$ cat src/rtl/mandelbrot_pixel_streamer_pkg.sv
// Shared types and constants for the mandelbrot pixel streamer and its FIFO.
// Default frame geometry matches the iteration engine.
package mandelbrot_pixel_streamer_pkg;

  localparam int unsigned PIXEL_BITS     = 4;
  localparam int unsigned DEFAULT_WIDTH  = 320;
  localparam int unsigned DEFAULT_HEIGHT = 240;
  localparam int unsigned BYTE_BITS      = 2 * PIXEL_BITS;
  localparam int unsigned FIFO_BITS      = BYTE_BITS + 2;

  typedef enum logic [1:0] {
    ST_IDLE,
    ST_ISSUE,
    ST_START,
    ST_DONE
  } state_t;

  typedef struct packed {
    logic                 sof;
    logic                 eol;
    logic [BYTE_BITS-1:0] data;
  } fifo_word_t;

endpackage

$ cat src/rtl/mandelbrot_pixel_streamer_if.sv
// Valid/ready byte stream carrying packed pixel pairs with frame/line flags.
interface mandelbrot_pixel_streamer_if;
  import mandelbrot_pixel_streamer_pkg::*;

  logic [BYTE_BITS-1:0] out_data;
  logic                 out_sof;
  logic                 out_eol;
  logic                 out_valid;
  logic                 out_ready;

  modport master (output out_data, out_sof, out_eol, out_valid, input out_ready);
  modport slave  (input out_data, out_sof, out_eol, out_valid, output out_ready);

endinterface

$ cat src/rtl/mandelbrot_pixel_fifo.sv
// Synchronous first-word-fall-through FIFO; head reads as zero while empty.
module mandelbrot_pixel_fifo #(
  parameter int unsigned DATA_BITS = 10,
  parameter int unsigned DEPTH     = 4
) (
  input  logic                 clk,
  input  logic                 rst_n,
  input  logic                 push,
  input  logic [DATA_BITS-1:0] push_data,
  input  logic                 pop,
  output logic [DATA_BITS-1:0] head,
  output logic                 full,
  output logic                 empty
);

  localparam int unsigned AW = $clog2(DEPTH);

  logic [DATA_BITS-1:0] mem [DEPTH];
  logic [AW:0]          wr_ptr;
  logic [AW:0]          rd_ptr;
  logic                 do_push;
  logic                 do_pop;

  // Extra pointer MSB separates full (MSBs differ) from empty (all equal).
  assign empty   = (wr_ptr == rd_ptr);
  assign full    = (wr_ptr[AW-1:0] == rd_ptr[AW-1:0]) && (wr_ptr[AW] != rd_ptr[AW]);
  assign do_push = push && !full;
  assign do_pop  = pop && !empty;
  assign head    = empty ? '0 : mem[rd_ptr[AW-1:0]];

  always_ff @(posedge clk or negedge rst_n) begin
    if (!rst_n) begin
      wr_ptr <= '0;
      rd_ptr <= '0;
    end else begin
      if (do_push) wr_ptr <= wr_ptr + 1'b1;
      if (do_pop)  rd_ptr <= rd_ptr + 1'b1;
    end
  end

  always_ff @(posedge clk) begin
    if (do_push) mem[wr_ptr[AW-1:0]] <= push_data;
  end

endmodule

$ cat src/rtl/mandelbrot_pixel_streamer.sv
// Sequences the mandelbrot engine pixel by pixel, packs pixel pairs into bytes
// and streams them through a small FIFO with start-of-frame / end-of-line flags.
module mandelbrot_pixel_streamer
  import mandelbrot_pixel_streamer_pkg::*;
#(
  parameter int unsigned WIDTH      = DEFAULT_WIDTH,
  parameter int unsigned HEIGHT     = DEFAULT_HEIGHT,
  parameter int unsigned FIFO_DEPTH = 4
) (
  input  logic                  clk,
  input  logic                  rst_n,
  input  logic                  enable,
  output logic                  mb_run,
  input  logic                  mb_running,
  input  logic                  mb_finished,
  input  logic [PIXEL_BITS-1:0] mb_ctr,
  mandelbrot_pixel_streamer_if.master stream,
  output logic                  busy,
  output logic                  frame_done,
  output logic                  sync_error
);

  localparam int unsigned XW = $clog2(WIDTH);
  localparam int unsigned YW = $clog2(HEIGHT + 1);

  state_t                state;
  state_t                state_nx;
  logic [XW-1:0]         x;
  logic [YW-1:0]         y;
  logic [PIXEL_BITS-1:0] pack;
  logic                  fin_seen;
  logic                  capture;
  logic                  last_x;
  logic                  last_px;
  logic                  fifo_full;
  logic                  fifo_empty;
  fifo_word_t            push_w;
  fifo_word_t            head_w;

  assign last_x  = (x == XW'(WIDTH - 1));
  assign last_px = last_x && (y == YW'(HEIGHT - 1));
  assign busy    = (state != ST_IDLE);

  always_ff @(posedge clk or negedge rst_n) begin
    if (!rst_n) state <= ST_IDLE;
    else        state <= state_nx;
  end

  always_comb begin
    state_nx   = state;
    mb_run     = '0;
    capture    = '0;
    frame_done = '0;
    unique case (state)
      ST_IDLE:  if (enable) state_nx = ST_ISSUE;
      ST_ISSUE: if (!fifo_full) begin
        mb_run   = '1;
        state_nx = ST_START;
      end
      ST_START: if (mb_running) state_nx = ST_DONE;
      ST_DONE:  if (!mb_running) begin
        capture    = '1;
        frame_done = last_px;
        state_nx   = last_px ? ST_IDLE : ST_ISSUE;
      end
      default:  state_nx = ST_IDLE;
    endcase
  end

  // fin_seen remembers an early finished flag so the final capture can flag it.
  always_ff @(posedge clk or negedge rst_n) begin
    if (!rst_n) begin
      x          <= '0;
      y          <= '0;
      pack       <= '0;
      sync_error <= '0;
      fin_seen   <= '0;
    end else if (state == ST_IDLE && enable) begin
      x          <= '0;
      y          <= '0;
      sync_error <= '0;
      fin_seen   <= '0;
    end else if (capture) begin
      if (!x[0]) pack <= mb_ctr;
      if (last_px) begin
        if (!mb_finished || fin_seen) sync_error <= '1;
      end else if (mb_finished) begin
        fin_seen <= '1;
      end
      if (last_x) begin
        x <= '0;
        y <= y + 1'b1;
      end else begin
        x <= x + 1'b1;
      end
    end
  end

  assign push_w.sof  = (x == XW'(1)) && (y == '0);
  assign push_w.eol  = last_x;
  assign push_w.data = {mb_ctr, pack};

  mandelbrot_pixel_fifo #(
    .DATA_BITS (FIFO_BITS),
    .DEPTH     (FIFO_DEPTH)
  ) u_fifo (
    .clk       (clk),
    .rst_n     (rst_n),
    .push      (capture && x[0]),
    .push_data (push_w),
    .pop       (stream.out_ready),
    .head      (head_w),
    .full      (fifo_full),
    .empty     (fifo_empty)
  );

  assign stream.out_data  = head_w.data;
  assign stream.out_sof   = head_w.sof;
  assign stream.out_eol   = head_w.eol;
  assign stream.out_valid = !fifo_empty;

endmodule
$ cat src/flat_wrapper.sv
// flat-port wrapper written by rule: the top's interface ports become plain ports
module mandelbrot_pixel_streamer_flat import mandelbrot_pixel_streamer_pkg::*;
#(
  parameter int unsigned WIDTH      = DEFAULT_WIDTH,
  parameter int unsigned HEIGHT     = DEFAULT_HEIGHT,
  parameter int unsigned FIFO_DEPTH = 4
)
  (clk, rst_n, enable, mb_run, mb_running, mb_finished, mb_ctr, busy, frame_done, sync_error, stream_out_data, stream_out_sof, stream_out_eol, stream_out_valid, stream_out_ready);
  mandelbrot_pixel_streamer_if stream_i ();
  input  logic clk;
  input  logic rst_n;
  input  logic enable;
  output logic mb_run;
  input  logic mb_running;
  input  logic mb_finished;
  input  logic [PIXEL_BITS-1:0] mb_ctr;
  output logic busy;
  output logic frame_done;
  output logic sync_error;
  output wire logic [$bits(stream_i.out_data)-1:0] stream_out_data;
  output wire logic [$bits(stream_i.out_sof)-1:0] stream_out_sof;
  output wire logic [$bits(stream_i.out_eol)-1:0] stream_out_eol;
  output wire logic [$bits(stream_i.out_valid)-1:0] stream_out_valid;
  input wire logic [$bits(stream_i.out_ready)-1:0] stream_out_ready;
  assign stream_out_data = stream_i.out_data;
  assign stream_out_sof = stream_i.out_sof;
  assign stream_out_eol = stream_i.out_eol;
  assign stream_out_valid = stream_i.out_valid;
  assign stream_i.out_ready = stream_out_ready;
  mandelbrot_pixel_streamer #(.WIDTH(WIDTH), .HEIGHT(HEIGHT), .FIFO_DEPTH(FIFO_DEPTH)) u_core (.clk(clk), .rst_n(rst_n), .enable(enable), .mb_run(mb_run), .mb_running(mb_running), .mb_finished(mb_finished), .mb_ctr(mb_ctr), .stream(stream_i), .busy(busy), .frame_done(frame_done), .sync_error(sync_error));
endmodule
$ cat config.mk
export PLATFORM = sky130hd
export DESIGN_NAME = mandelbrot_pixel_streamer_flat
export DESIGN_NICKNAME = d
export VERILOG_FILES = /design/src/rtl/mandelbrot_pixel_streamer_pkg.sv /design/src/rtl/mandelbrot_pixel_streamer_if.sv /design/src/rtl/mandelbrot_pixel_fifo.sv /design/src/rtl/mandelbrot_pixel_streamer.sv /design/src/flat_wrapper.sv
export SDC_FILE = /design/constraint.sdc
export NUM_CORES = 1
export LEC_CHECK = 0
export CORE_MARGIN = 2
export CORE_UTILIZATION = 47
export CTS_BUF_LIST = sky130_fd_sc_hd__clkbuf_8 sky130_fd_sc_hd__clkbuf_16
export DETAILED_ROUTE_END_ITERATION = 7
export HOLD_SLACK_MARGIN = 0.02
export PLACE_DENSITY = 0.68
export SLEW_MARGIN = 10
export SYNTH_ARGS = -nofsm -noshare
export SYNTH_HDL_FRONTEND = slang
export SYNTH_SLANG_ARGS = --single-unit
$ cat constraint.sdc
create_clock -name clk -period 2.65 [get_ports clk]
set_input_delay 0.265 -clock clk [delete_from_list [all_inputs] [get_ports clk]]
set_output_delay 0.265 -clock clk [all_outputs]
set_load 0.005 [all_outputs]
=== Word-level counts from Yosys, hierarchy flattened ===
Memories as Yosys holds them, arrays and structs flattened.
Index checks and enable logic that the tools add are counted.

* Memories: 1
* Memory bits (read-only): 0
* Bits in latches: 0
* Bits in registers: 31
* Input bits: 10
* Memory bits (writable): 40
* Word-level logic and storage cells: 82

{| class="wikitable"
|+ Memories
! memory !! words !! width !! read ports !! clocked after Yosys merged registers in !! wr ports !! line !! text
|-
| u_core.u_fifo.mem || 4 || 10 || 1 || 0 || 1 || mandelbrot_pixel_fifo.sv:18 || <nowiki>logic [DATA_BITS-1:0] mem [DEPTH];</nowiki>
|}

* $add $sub $neg: 4
* Muxes and demuxes: 29
* Multiply operators: 0
* Equal/unequal tests: 14
* Shifts and indexed selects: 0
* Bitwise operators: 2
* Divide/modulo/power cells: 0
* Reduce and logical (&&, ||, !) cells: 24
* Magnitude comparators: 0

{| class="wikitable"
|+ Operators with widths
! operator !! count
|-
| 9-bit 2-to-1 mux || 3
|-
| 8-bit 2-to-1 mux || 3
|-
| 1-bit 2-to-1 mux || 17
|-
| 2-bit nonzero test || 6
|-
| 10-bit 2-to-1 mux || 1
|-
| 2-bit != test (second input constant) || 5
|-
| 9-bit by 1-bit adder with 9-bit output (second input constant) || 1
|-
| 9-bit by 1-bit == test with 1-bit output (second input constant) || 1
|-
| 9-bit == test (second input constant) || 1
|-
| 3-bit AND reduction || 3
|-
| 8-bit by 1-bit adder with 8-bit output (second input constant) || 1
|-
| 8-bit == test (second input constant) || 1
|-
| 8-bit logical NOT || 1
|-
| 2-bit 2-to-1 mux || 4
|-
| 2-bit one-hot mux with 4 select lines || 1
|-
| 1-bit logical AND || 7
|-
| 3-bit by 1-bit adder with 3-bit output (second input constant) || 2
|-
| 2-bit == test (second input constant) || 2
|-
| 4-bit AND reduction || 1
|-
| 3-bit == test || 1
|-
| 1-bit logical NOT || 3
|-
| 2-bit by 1-bit == test with 1-bit output (second input constant) || 1
|-
| 2-bit == test || 1
|-
| 2-bit logical NOT || 1
|-
| other kinds (4) || 5
|}

=== Depth between registers and ports, before layout ===
Gate-level depths: netlist of the first run.

* Depth after elaboration: 6
* Mapped depth: 7
* Mapped depth without buffers: 6

=== Modules after synthesis ===
A second synthesis of the first run with hierarchy kept.

* Cell total of the unflattened synthesis: 260
* Area total of the unflattened synthesis: 3587.2 µm²

{| class="wikitable"
|+ By module, submodules not included
! module !! cells each !! times used !! area an instance (µm²)
|-
| mandelbrot_pixel_fifo || 110 || 1 || 2088.3
|-
| mandelbrot_pixel_streamer || 150 || 1 || 1498.9
|}

=== Least setup slack after synthesis of the first run ===
No wires, ideal clock.

* Path kind: flip-flop to flip-flop
* From: register u_core.state[0]
* To: memory u_core.u_fifo.mem[1][0], enable pin
* Stages on the path, launching flop included: 6
* Buffers on the path: 1
* Clock period less this slack: 1.862 ns
* Arrival: 1.519 ns
* Required time: 2.307 ns
* Slack: 0.788 ns
* Cells stage by stage: dfrtp_1 > ha_1 > nand2b_1 > buf_6 > a311oi_4 > and2_1

* Word-level cells in the longest chain between the ends: 6

{| class="wikitable"
|+ RTL lines
! item !! line !! text
|-
| start, declared || mandelbrot_pixel_streamer.sv:26 || <nowiki>state_t state;</nowiki>
|-
| start signal, assigned || mandelbrot_pixel_streamer.sv:46 || <nowiki>else state <= state_nx;</nowiki>
|-
| 2-bit == test || mandelbrot_pixel_streamer.sv:54 || <nowiki>unique case (state)</nowiki>
|-
| 1-bit 2-to-1 mux || mandelbrot_pixel_streamer.sv:54 ||
|-
| 1-bit logical AND || mandelbrot_pixel_streamer.sv:109 || <nowiki>.push (capture && x[0]),</nowiki>
|-
| 1-bit logical AND || mandelbrot_pixel_fifo.sv:27 || <nowiki>assign do_push = push && !full;</nowiki>
|-
| 1-bit 2-to-1 mux || mandelbrot_pixel_fifo.sv:42 || <nowiki>if (do_push) mem[wr_ptr[AW-1:0]] <= push_data;</nowiki>
|-
| 1-bit 2-to-1 mux (implied by the code) || mandelbrot_pixel_fifo.sv:42 ||
|-
| end, declared || mandelbrot_pixel_fifo.sv:18 ||
|}

Every way passes these cells.

=== Worst setup path after layout of the first run ===
* From: register u_core.x[0]
* To: output frame_done

* Word-level cells in the longest chain between the ends: 4

{| class="wikitable"
|+ RTL lines
! item !! line !! text
|-
| start, declared || mandelbrot_pixel_streamer.sv:28 || <nowiki>logic [XW-1:0] x;</nowiki>
|-
| start signal, assigned || mandelbrot_pixel_streamer.sv:94 || <nowiki>x <= x + 1'b1;</nowiki>
|-
| 9-bit == test || mandelbrot_pixel_streamer.sv:40 || <nowiki>assign last_x = (x == XW'(WIDTH - 1));</nowiki>
|-
| 1-bit logical AND || mandelbrot_pixel_streamer.sv:41 || <nowiki>assign last_px = last_x && (y == YW'(HEIGHT - 1));</nowiki>
|-
| 1-bit 2-to-1 mux || mandelbrot_pixel_streamer.sv:61 || <nowiki>ST_DONE: if (!mb_running) begin</nowiki>
|-
| 1-bit 2-to-1 mux || mandelbrot_pixel_streamer.sv:54 ||
|-
| end, declared || flat_wrapper.sv:18 || <nowiki>output logic frame_done;</nowiki>
|}

Every way passes these cells.

==> flow_summary.json, run 1 <==
{
  "clk_pin_slew_ps": 80,
  "period_share": 0.935,
  "placed_area_sq_mm": 0.00373,
  "fin_area_sq_mm": 0.00396,
  "endpoint_kind": "output port",
  "hpwl_um": 4220,
  "start_util": 0.491,
  "cts_tree": "built",
  "io_pins": 25,
  "power_density_mw_per_mm2": 932,
  "worstPathCellList": "ha_4 -> nor4bb_4 -> nand4_1 -> nor2_2 -> clkdlybuf4s50_1",
  "ys_types": 53,
  "totalWireLength_um": 6250,
  "power_leakage_nw": 1.48,
  "hold_path.class": "input pin to async pin",
  "cts_hold_buf": 0,
  "yosysSeqAreaShare": 0.583,
  "clockBufferDepth": 2,
  "grt_overflow": 0,
  "start_kind": "flop",
  "ys_async_sr_fraction": 0.437,
  "drc": 0,
  "place_congestion": 0.804,
  "dieHeight_um": 89.0,
  "synth_area_sq_mm": 0.00339,
  "hold_viol_final": 0,
  "final_nets": 307,
  "grt_pass1_wl_um": 10400,
  "drt_iter0_drc": 138,
  "clock-root-buffer": "clkbuf_8",
  "finalClockSkew_ps": 10.8,
  "synth.top_cells.by_count": "edfxtp_1 (40), dfrtp_1 (31), nor2_1 (16)",
  "synth_area_leaders": "edfxtp_1 (35%), dfrtp_1 (23%), mux4_2 (6.6%), ha_1 (5.2%), and2_1 (2.0%)",
  "num_vias": 2068,
  "cts_inserted_buffers": 9,
  "dr.pass1.iters": 4,
  "syn_nets": 274,
  "grt_pass1_vias": 2118,
  "critPathArrivalTime_ps": 2210,
  "grt_max_degree": 32,
  "yosysMostFrequentCell": "edfxtp_1",
  "rsz0062_at_grt": "no",
  "whs_ps": 311,
  "multiInputGateArea_sq_mm": 0.00135,
  "via_per_inst": 5.39,
  "track_usage": 0.179,
  "yosys.area.top_type": "edfxtp_1",
  "synth_warnings": 0,
  "ant_nets": 0,
  "ys_ff_latch": 71,
  "drive_gt1_frac": 0.181,
  "fmax_ghz": 0.404,
  "critPathSlowestCell": "clkdlybuf4s50_1",
  "synth_cells": 250,
  "diodes": 0,
  "cpPeakStageDelay_ps": 520,
  "clk_latency_ps": 350,
  "fillers": 597,
  "fp.dieArea_sq_mm": 0.00792,
  "antenna_found_initial": 0,
  "area_growth_pct": 16.8,
  "fin_util": 0.574,
  "portBuffers": 24,
  "cts_sinks": 71,
  "synth_ff_type": "edfxtp_1",
  "tightestPinTransition_ps": 734,
  "avgSynthCellArea_sq_um": 13.6,
  "fin_ws_ps": 173,
  "register_area_sq_mm": 0.00198,
  "worstPathMaxFanout": 7,
  "core_area_sq_mm": 0.00691,
  "max-vdd-ir-drop_uv": 512,
  "h-tree-depth": 3,
  "num_rows": 30,
  "critPathRequiredTime_ps": 2380,
  "min_period_ps": 2480,
  "slew_headroom": 0.510,
  "slew_viol_final": 0,
  "setup_tns_ps": 0,
  "maxCapViolCount": 0,
  "finalSetupViolations": 0,
  "yosys.area.top_type_share": 0.354,
  "reg2reg_depth": 4,
  "dieWidth_um": 89.0,
  "wl_per_cell_um": 16.3,
  "synth_edf_count": 40,
  "crit_type": "flop to output port",
  "pre_cts_ws_ps": 283,
  "status": "complete, no violations"
}
[layer usage]
metal  track usage  share of wire  wire length [um]  up-vias
met5             0              0                 0        -
met4        0.0787          0.022               139        0
met3        0.0471          0.035               220       13
met2         0.283           0.49              3050       51
met1         0.235           0.45              2840     1003
li1              -              -                 -     1001
[cell usage in the layout, fill, tap and decap left out, types with 3 or more instances in the layout]
master / netlist / layout
ha_1: 14 / 13
mux2_2: 4 / 4
nand3_1: 7 / 7
clkinv_4: 0 / 3
nand4_1: 8 / 8
o21ai_0: 4 / 4
clkdlybuf4s50_1: 0 / 24
mux4_2: 10 / 10
nor2_1: 16 / 15
a21oi_1: 7 / 7
nor3_1: 3 / 3
xor2_1: 7 / 7
and3_1: 3 / 3
and2_1: 11 / 11
dfrtp_1: 31 / 30
inv_1: 12 / 12
nand2_1: 10 / 10
a31oi_1: 4 / 4
clkbuf_8: 0 / 9
edfxtp_1: 40 / 40
buf_4: 0 / 8
and4_1: 3 / 3
xnor2_1: 7 / 7
[state kept, by name, indices dropped and copies added (netlist names)]
register and cells:
u_core.y 8, u_core.fin_seen 1, u_core.u_fifo.wr_ptr 3, u_core.pack 4
u_core.x 9, u_core.sync_error 1, u_core.u_fifo.mem 40, u_core.state 2
u_core.u_fifo.rd_ptr 3
[stage by stage]
stage	power, mW	instances
floorplan	2.36	250
global placement	2.87	365
detailed placement	2.92	365
CTS	3.71	383
global route	3.96	384
finish	3.69	384
[logic make-up after synthesis]
family | synth area share
xor gates and xnor gates | 0.0361
and+or+nand+nor | 0.155
adders and majority gates | 0.0516
DFF | 0.583
buffers and inverters | 0.0299
muxes | 0.0889
AOI/OAI and AO/OA | 0.0557
[worst paths after layout]
check / to / slack (ps) / from
max in group asynchronous: u_core.x[0] / 2020 / rst_n
max: frame_done / 170 / u_core.x[0]
min: u_core.y[1] / 310 / rst_n
max reg2reg: u_core.u_fifo.mem[1][4] / 590 / u_core.state[0]
min in group clk: u_core.u_fifo.wr_ptr[2] / 490 / u_core.u_fifo.wr_ptr[2]
min reg2reg: u_core.u_fifo.wr_ptr[2] / 490 / u_core.u_fifo.wr_ptr[2]
[power breakdown]
part,switching (mW),total (mW),internal [mW]
Combinational,0.646,1.43,0.788
Sequential,0.145,1.51,1.36
Clock,0.413,0.752,0.338
Total,1.20,3.69,2.49
[area by class of cell]
| class | instances | share of cell area |
|---|---|---|
| clock inverters | 7 | 0.0126 |
| flip-flops and latches | 71 | 0.499 |
| clock buffers | 9 | 0.0313 |
| well taps | 96 | 0.0303 |
| multi-input cells | 157 | 0.339 |
| inverters | 12 | 0.0114 |
| repair buffers | 32 | 0.0758 |
[critical path, delay by kind of cell (launching register included)]
kind | cells | cell delay [ps]
and+or+nand+nor | 3 | 700
buffers and inverters | 1 | 520
DFF | 1 | 450
adders and majority gates | 1 | 200
[repair_timing]
item,4_1_cts,5_1_grt
gates resized for setup,2,4
gates cloned,0,0
pin swaps,1,1
setup endpoints to repair,11,1
setup buffers,2,1
Power figures use the tool's default switching activity.
==> inputs of run 2 (changes only) <==
Settings changed: ABC_AREA from default to 1, RECOVER_POWER from default to 100.
==> flow_summary.json, run 2 <==
{
  "whs_ps": 512,
  "clk_pin_slew_ps": 70,
  "clk_latency_ps": 350,
  "io_pins": 25,
  "hpwl_um": 4530,
  "drt_iter0_drc": 68,
  "yosysSeqAreaShare": 0.565,
  "num_vias": 2466,
  "fp.dieArea_sq_mm": 0.00815,
  "wl_per_cell_um": 13.5,
  "violations": "capacitance limit, slew limit",
  "ys_types": 30,
  "setup_tns_ps": 0,
  "fmax_ghz": 0.411,
  "hold_viol_final": 0,
  "diodes": 0,
  "min_from": "u_core.fin_seen",
  "grt_overflow": 0,
  "dieHeight_um": 90.3,
  "dp.cells": 485,
  "ys_async_sr_fraction": 0.437,
  "num_rows": 31,
  "via_per_inst": 4.91,
  "ys_ff_latch": 71,
  "start_kind": "flop",
  "power_mw": 3.87,
  "fin_cells": 502,
  "period_share": 0.917,
  "fin_area_sq_mm": 0.00404,
  "yosys.area.top_type": "edfxtp_1",
  "endpoint_kind": "output port",
  "placed_area_sq_mm": 0.00388,
  "grt_pass1_vias": 2435,
  "cts_sinks": 71,
  "maxCapViolCount": 1,
  "crit_type": "flop to output port",
  "final_common_cell": "nand2_1",
  "finalSetupViolations": 0,
  "synth_area_leaders": "edfxtp_1 (34%), dfrtp_1 (22%), nand2_1 (7.6%), ha_1 (5.0%), inv_1 (4.9%)",
  "synth_area_sq_mm": 0.00350,
  "ant_nets": 0,
  "synth_cells": 363,
  "min_period_ps": 2430,
  "avgSynthCellArea_sq_um": 9.64,
  "synth_warnings": 0,
  "status": "complete, but fails checks",
  "max-vdd-ir-drop_uv": 380,
  "totalWireLength_um": 6770,
  "cts_tree": "built",
  "cts_inserted_buffers": 9,
  "drive_gt1_frac": 0.0993,
  "startpoint": "u_core.x[0]",
  "most-common-layout-cells": "nand2_1 (73), inv_1 (47), nor2_1 (46)",
  "clockBufferDepth": 2,
  "r2r_start": "u_core.state[0]",
  "synth_edf_count": 40,
  "critPathRequiredTime_ps": 2380,
  "cts_hold_buf": 0,
  "dieWidth_um": 90.3,
  "place_congestion": 0.800,
  "antenna_found_initial": 0,
  "clock-root-buffer": "clkbuf_8",
  "track_usage": 0.177,
  "finalClockSkew_ps": 11.1,
  "synth_ff_type": "edfxtp_1",
  "tightestPinTransition_ps": 1740,
  "portBuffers": 24,
  "synth.top_cells.by_count": "nand2_1 (71), inv_1 (46), nor2_1 (44)",
  "fillers": 679,
  "grt_max_degree": 32,
  "h-tree-depth": 3,
  "slew_viol_final": 32,
  "syn_nets": 387,
  "yosysMostFrequentCell": "nand2_1",
  "dr.pass1.iters": 4,
  "fin_util": 0.559,
  "rsz0062_at_grt": "no",
  "slew_headroom": -0.161,
  "power_density_mw_per_mm2": 958,
  "area_growth_pct": 15.4,
  "start_util": 0.485,
  "worstPathMaxFanout": 7,
  "grt_pass1_wl_um": 11400,
  "hold_path.class": "flop to flop",
  "power_leakage_nw": 1.75,
  "fin_ws_ps": 220,
  "largest_register_ffs": 40,
  "final_nets": 422,
  "yosys.area.top_type_share": 0.343,
  "drc": 0,
  "critPathArrivalTime_ps": 2170,
  "core_area_sq_mm": 0.00721,
  "pre_cts_ws_ps": 495
}
run 2: cell types whose count changed after synthesis, sizes merged, moves of 5 or more:
cell / before / now
o22ai: 0 / 12
and2: 14 / 0
nand3: 7 / 19
mux4: 10 / 0
xnor2: 7 / 1
nor2: 16 / 50
nand2: 10 / 77
mux2: 5 / 0
inv: 12 / 52
o21ai: 4 / 35
run 2: where the power goes:
group | internal (mW) | switching (mW) | total (mW)
clock | 0.436 | 0.420 | 0.856
combinational | 0.637 | 0.844 | 1.48
sequential | 1.36 | 0.165 | 1.53
total | 2.44 | 1.43 | 3.87
run 2: logic make-up after synthesis:
| family | Yosys count | share of synthesized area |
|---|---|---|
| flops | 71 | 0.565 |
| fa+ha+maj | 14 | 0.0501 |
| simple gates | 156 | 0.208 |
| compound gates | 52 | 0.0848 |
| xor+xnor | 9 | 0.0225 |
| buf+inv | 61 | 0.0697 |
run 2: area by class of cell:
cell class | count | area (sq um) | share of cell area
Sequential cell | 71 | 1980 | 0.490
Clock buffer | 9 | 124 | 0.0307
Tap cell | 99 | 124 | 0.0307
Inverter | 52 | 203 | 0.0502
Multi-Input combinational cell | 231 | 1240 | 0.308
Timing Repair Buffer | 33 | 293 | 0.0725
Clock inverter | 7 | 71.3 | 0.0177
run 2: path summary, 6_finish.rpt:
kind / to / slack (ps) / cells after the start
max in group asynchronous: u_core.u_fifo.rd_ptr[0] / 730 / 2
max reg2reg: u_core.u_fifo.mem[3][0] / 240 / 5
min: u_core.fin_seen / 510 / 2
max: frame_done / 220 / 8
min in group asynchronous: u_core.x[4] / 910 / 2
min reg2reg: u_core.fin_seen / 510 / 2
run 2: critical path, cell delays in order (launching register included):
cell and delay, ps:
dfrtp_1 420, ha_1 240, nand3_2 110, nor2_4 140, nand2_4 100, clkinvlp_4 140
nand2_1 70, nor2_1 100, clkdlybuf4s50_1 500
run 2: metal layers:
| layer | vias up | share of wire | global-route usage |
|---|---|---|---|
| li1 | 1255 | - | - |
| met1 | 1157 | 0.46 | 0.222 |
| met2 | 40 | 0.49 | 0.305 |
| met3 | 14 | 0.029 | 0.0309 |
| met4 | 0 | 0.018 | 0.0731 |
| met5 | - | 0 | 0 |
run 2: timing repair:
item | 4_1_cts | 5_1_grt
setup buffers | 0 | 1
endpoints found under the setup margin | 0 | 11
gates resized for setup | 0 | 1
hold endpoints to repair | 0 | 0
==> inputs of run 3 (changes only) <==
Settings changed: CORE_UTILIZATION 47 to 61, CTS_BUF_LIST sky130_fd_sc_hd__clkbuf_8 sky130_fd_sc_hd__clkbuf_16 to sky130_fd_sc_hd__clkbuf_4, CTS_CLUSTER_DIAMETER from default to 60, PLACE_DENSITY 0.68 to 0.84.
==> flow_summary.json, run 3 (synthesis gave the netlist of run 2 again) <==
{
  "drive_gt1_frac": 0.0965,
  "fin_ws_ps": 185,
  "whs_ps": 468,
  "drc": 0,
  "setup_tns_ps": 0,
  "power_density_mw_per_mm2": 959,
  "status": "complete, but fails checks",
  "num_rows": 27,
  "crit_type": "flop to output port",
  "start_util": 0.635,
  "hpwl_um": 4640,
  "pre_cts_ws_ps": 486,
  "final_common_cell": "nand2_1",
  "min_from": "stream_out_ready",
  "start_kind": "flop",
  "place_congestion": 0.820,
  "grt_pass1_wl_um": 11100,
  "ant_nets": 0,
  "clock-root-buffer": "clkbuf_4",
  "clk_pin_slew_ps": 110,
  "dieHeight_um": 79.7,
  "violations": "capacitance limit, slew limit",
  "power_leakage_nw": 1.73,
  "rsz0062_at_grt": "no",
  "fmax_ghz": 0.406,
  "endpoint_kind": "output port",
  "combPwrFrac": 0.398,
  "cts_hold_buf": 0,
  "track_usage": 0.234,
  "core_area_sq_mm": 0.00551,
  "slew_viol_final": 32,
  "cts_sinks": 71,
  "power.switching_mw": 1.40,
  "via_per_inst": 5.33,
  "period_share": 0.930,
  "clk_latency_ps": 410,
  "grt_max_degree": 32,
  "totalWireLength_um": 6700,
  "worstPathMaxFanout": 7,
  "seq_power_share": 0.402,
  "startpoint": "u_core.x[0]",
  "h-tree-depth": 3,
  "critPathArrivalTime_ps": 2200,
  "diodes": 0,
  "antenna_found_initial": 0,
  "max-vdd-ir-drop_uv": 504,
  "cts_tree": "built",
  "clock_power_share": 0.200,
  "dieWidth_um": 79.7,
  "io_pins": 25,
  "dr.pass1.iters": 4,
  "grt_pass1_vias": 2402,
  "fp.dieArea_sq_mm": 0.00636,
  "finalSetupViolations": 0,
  "clockBufferDepth": 2,
  "cts_inserted_buffers": 9,
  "wl_per_cell_um": 14.1,
  "critPathRequiredTime_ps": 2380,
  "hold_viol_final": 0,
  "maxCapViolCount": 1,
  "p_sw_frac": 0.369,
  "final_nets": 423,
  "slew_headroom": -0.140,
  "min_period_ps": 2470,
  "finalClockSkew_ps": 10.7,
  "p_int_mw": 2.40,
  "portBuffers": 24,
  "area_growth_pct": 13.4,
  "drt_iter0_drc": 142,
  "largest_register_ffs": 40,
  "tightestPinTransition_ps": 1710,
  "hold_path.class": "input pin to flop",
  "num_vias": 2536,
  "r2r_start": "u_core.u_fifo.rd_ptr[0]",
  "grt_overflow": 0,
  "most-common-layout-cells": "nand2_1 (72), inv_1 (47), nor2_1 (46)"
}
[run 3: power by group through the flow]
stage | clock [mW] | sequential (mW) | combinational [mW]
floorplan | 0 | 1.50 | 0.990
global placement | 0 | 1.54 | 1.52
detailed placement | 0 | 1.55 | 1.58
CTS | 0.771 | 1.53 | 1.59
global route | 0.822 | 1.56 | 1.73
finish | 0.761 | 1.53 | 1.51
[run 3: per-layer routing]
layer / share of wire / global-route usage / up-vias
met4: 0.017 / 0.102 / 0
met1: 0.44 / 0.295 / 1210
met2: 0.50 / 0.400 / 58
li1: - / - / 1258
met5: 0 / 0 / -
met3: 0.045 / 0.0373 / 10
[run 3: final cells by class]
class / instances / area, sq um
clock buffers: 10 / 75.1
multi-input cells: 231 / 1240
flip-flops and latches: 71 / 1980
fillers: 393 / 1540
well taps: 72 / 90.1
clock inverters: 6 / 85.1
repair buffers: 34 / 297
inverters: 52 / 203
[run 3: critical path, stage by stage, from the launching register on]
cell,delay [ps]
dfrtp_2,420
ha_1,210
nand3_2,100
nor2_4,140
nand2_4,100
clkinvlp_4,130
nand2_1,70
nor2_1,100
clkdlybuf4s50_1,510
[run 3: path summary, 6_finish.rpt]
path,to,slack (ps),cells after the start
max in group asynchronous,u_core.x[0],720,2
setup / recovery,frame_done,180,8
hold reg to reg,u_core.fin_seen,520,2
setup reg to reg,u_core.u_fifo.mem[3][5],260,7
hold / removal,u_core.u_fifo.rd_ptr[0],470,3
min in group asynchronous,u_core.u_fifo.wr_ptr[0],830,2
[run 3: metrics by stage]
step	util	instances	instance area [sq um]	power [mW]
floorplan	-	363	3500	2.49
detailed placement	0.700	459	3850	3.13
CTS	0.729	475	4010	3.89
finish	0.720	476	3970	3.80
global route	0.720	476	3970	4.11
global placement	0.700	459	3850	3.06
[run 3: what timing repair did]
item                       CTS  global route
resized for setup            0             2
setup endpoints to repair    0            11
buffers inserted             0             1
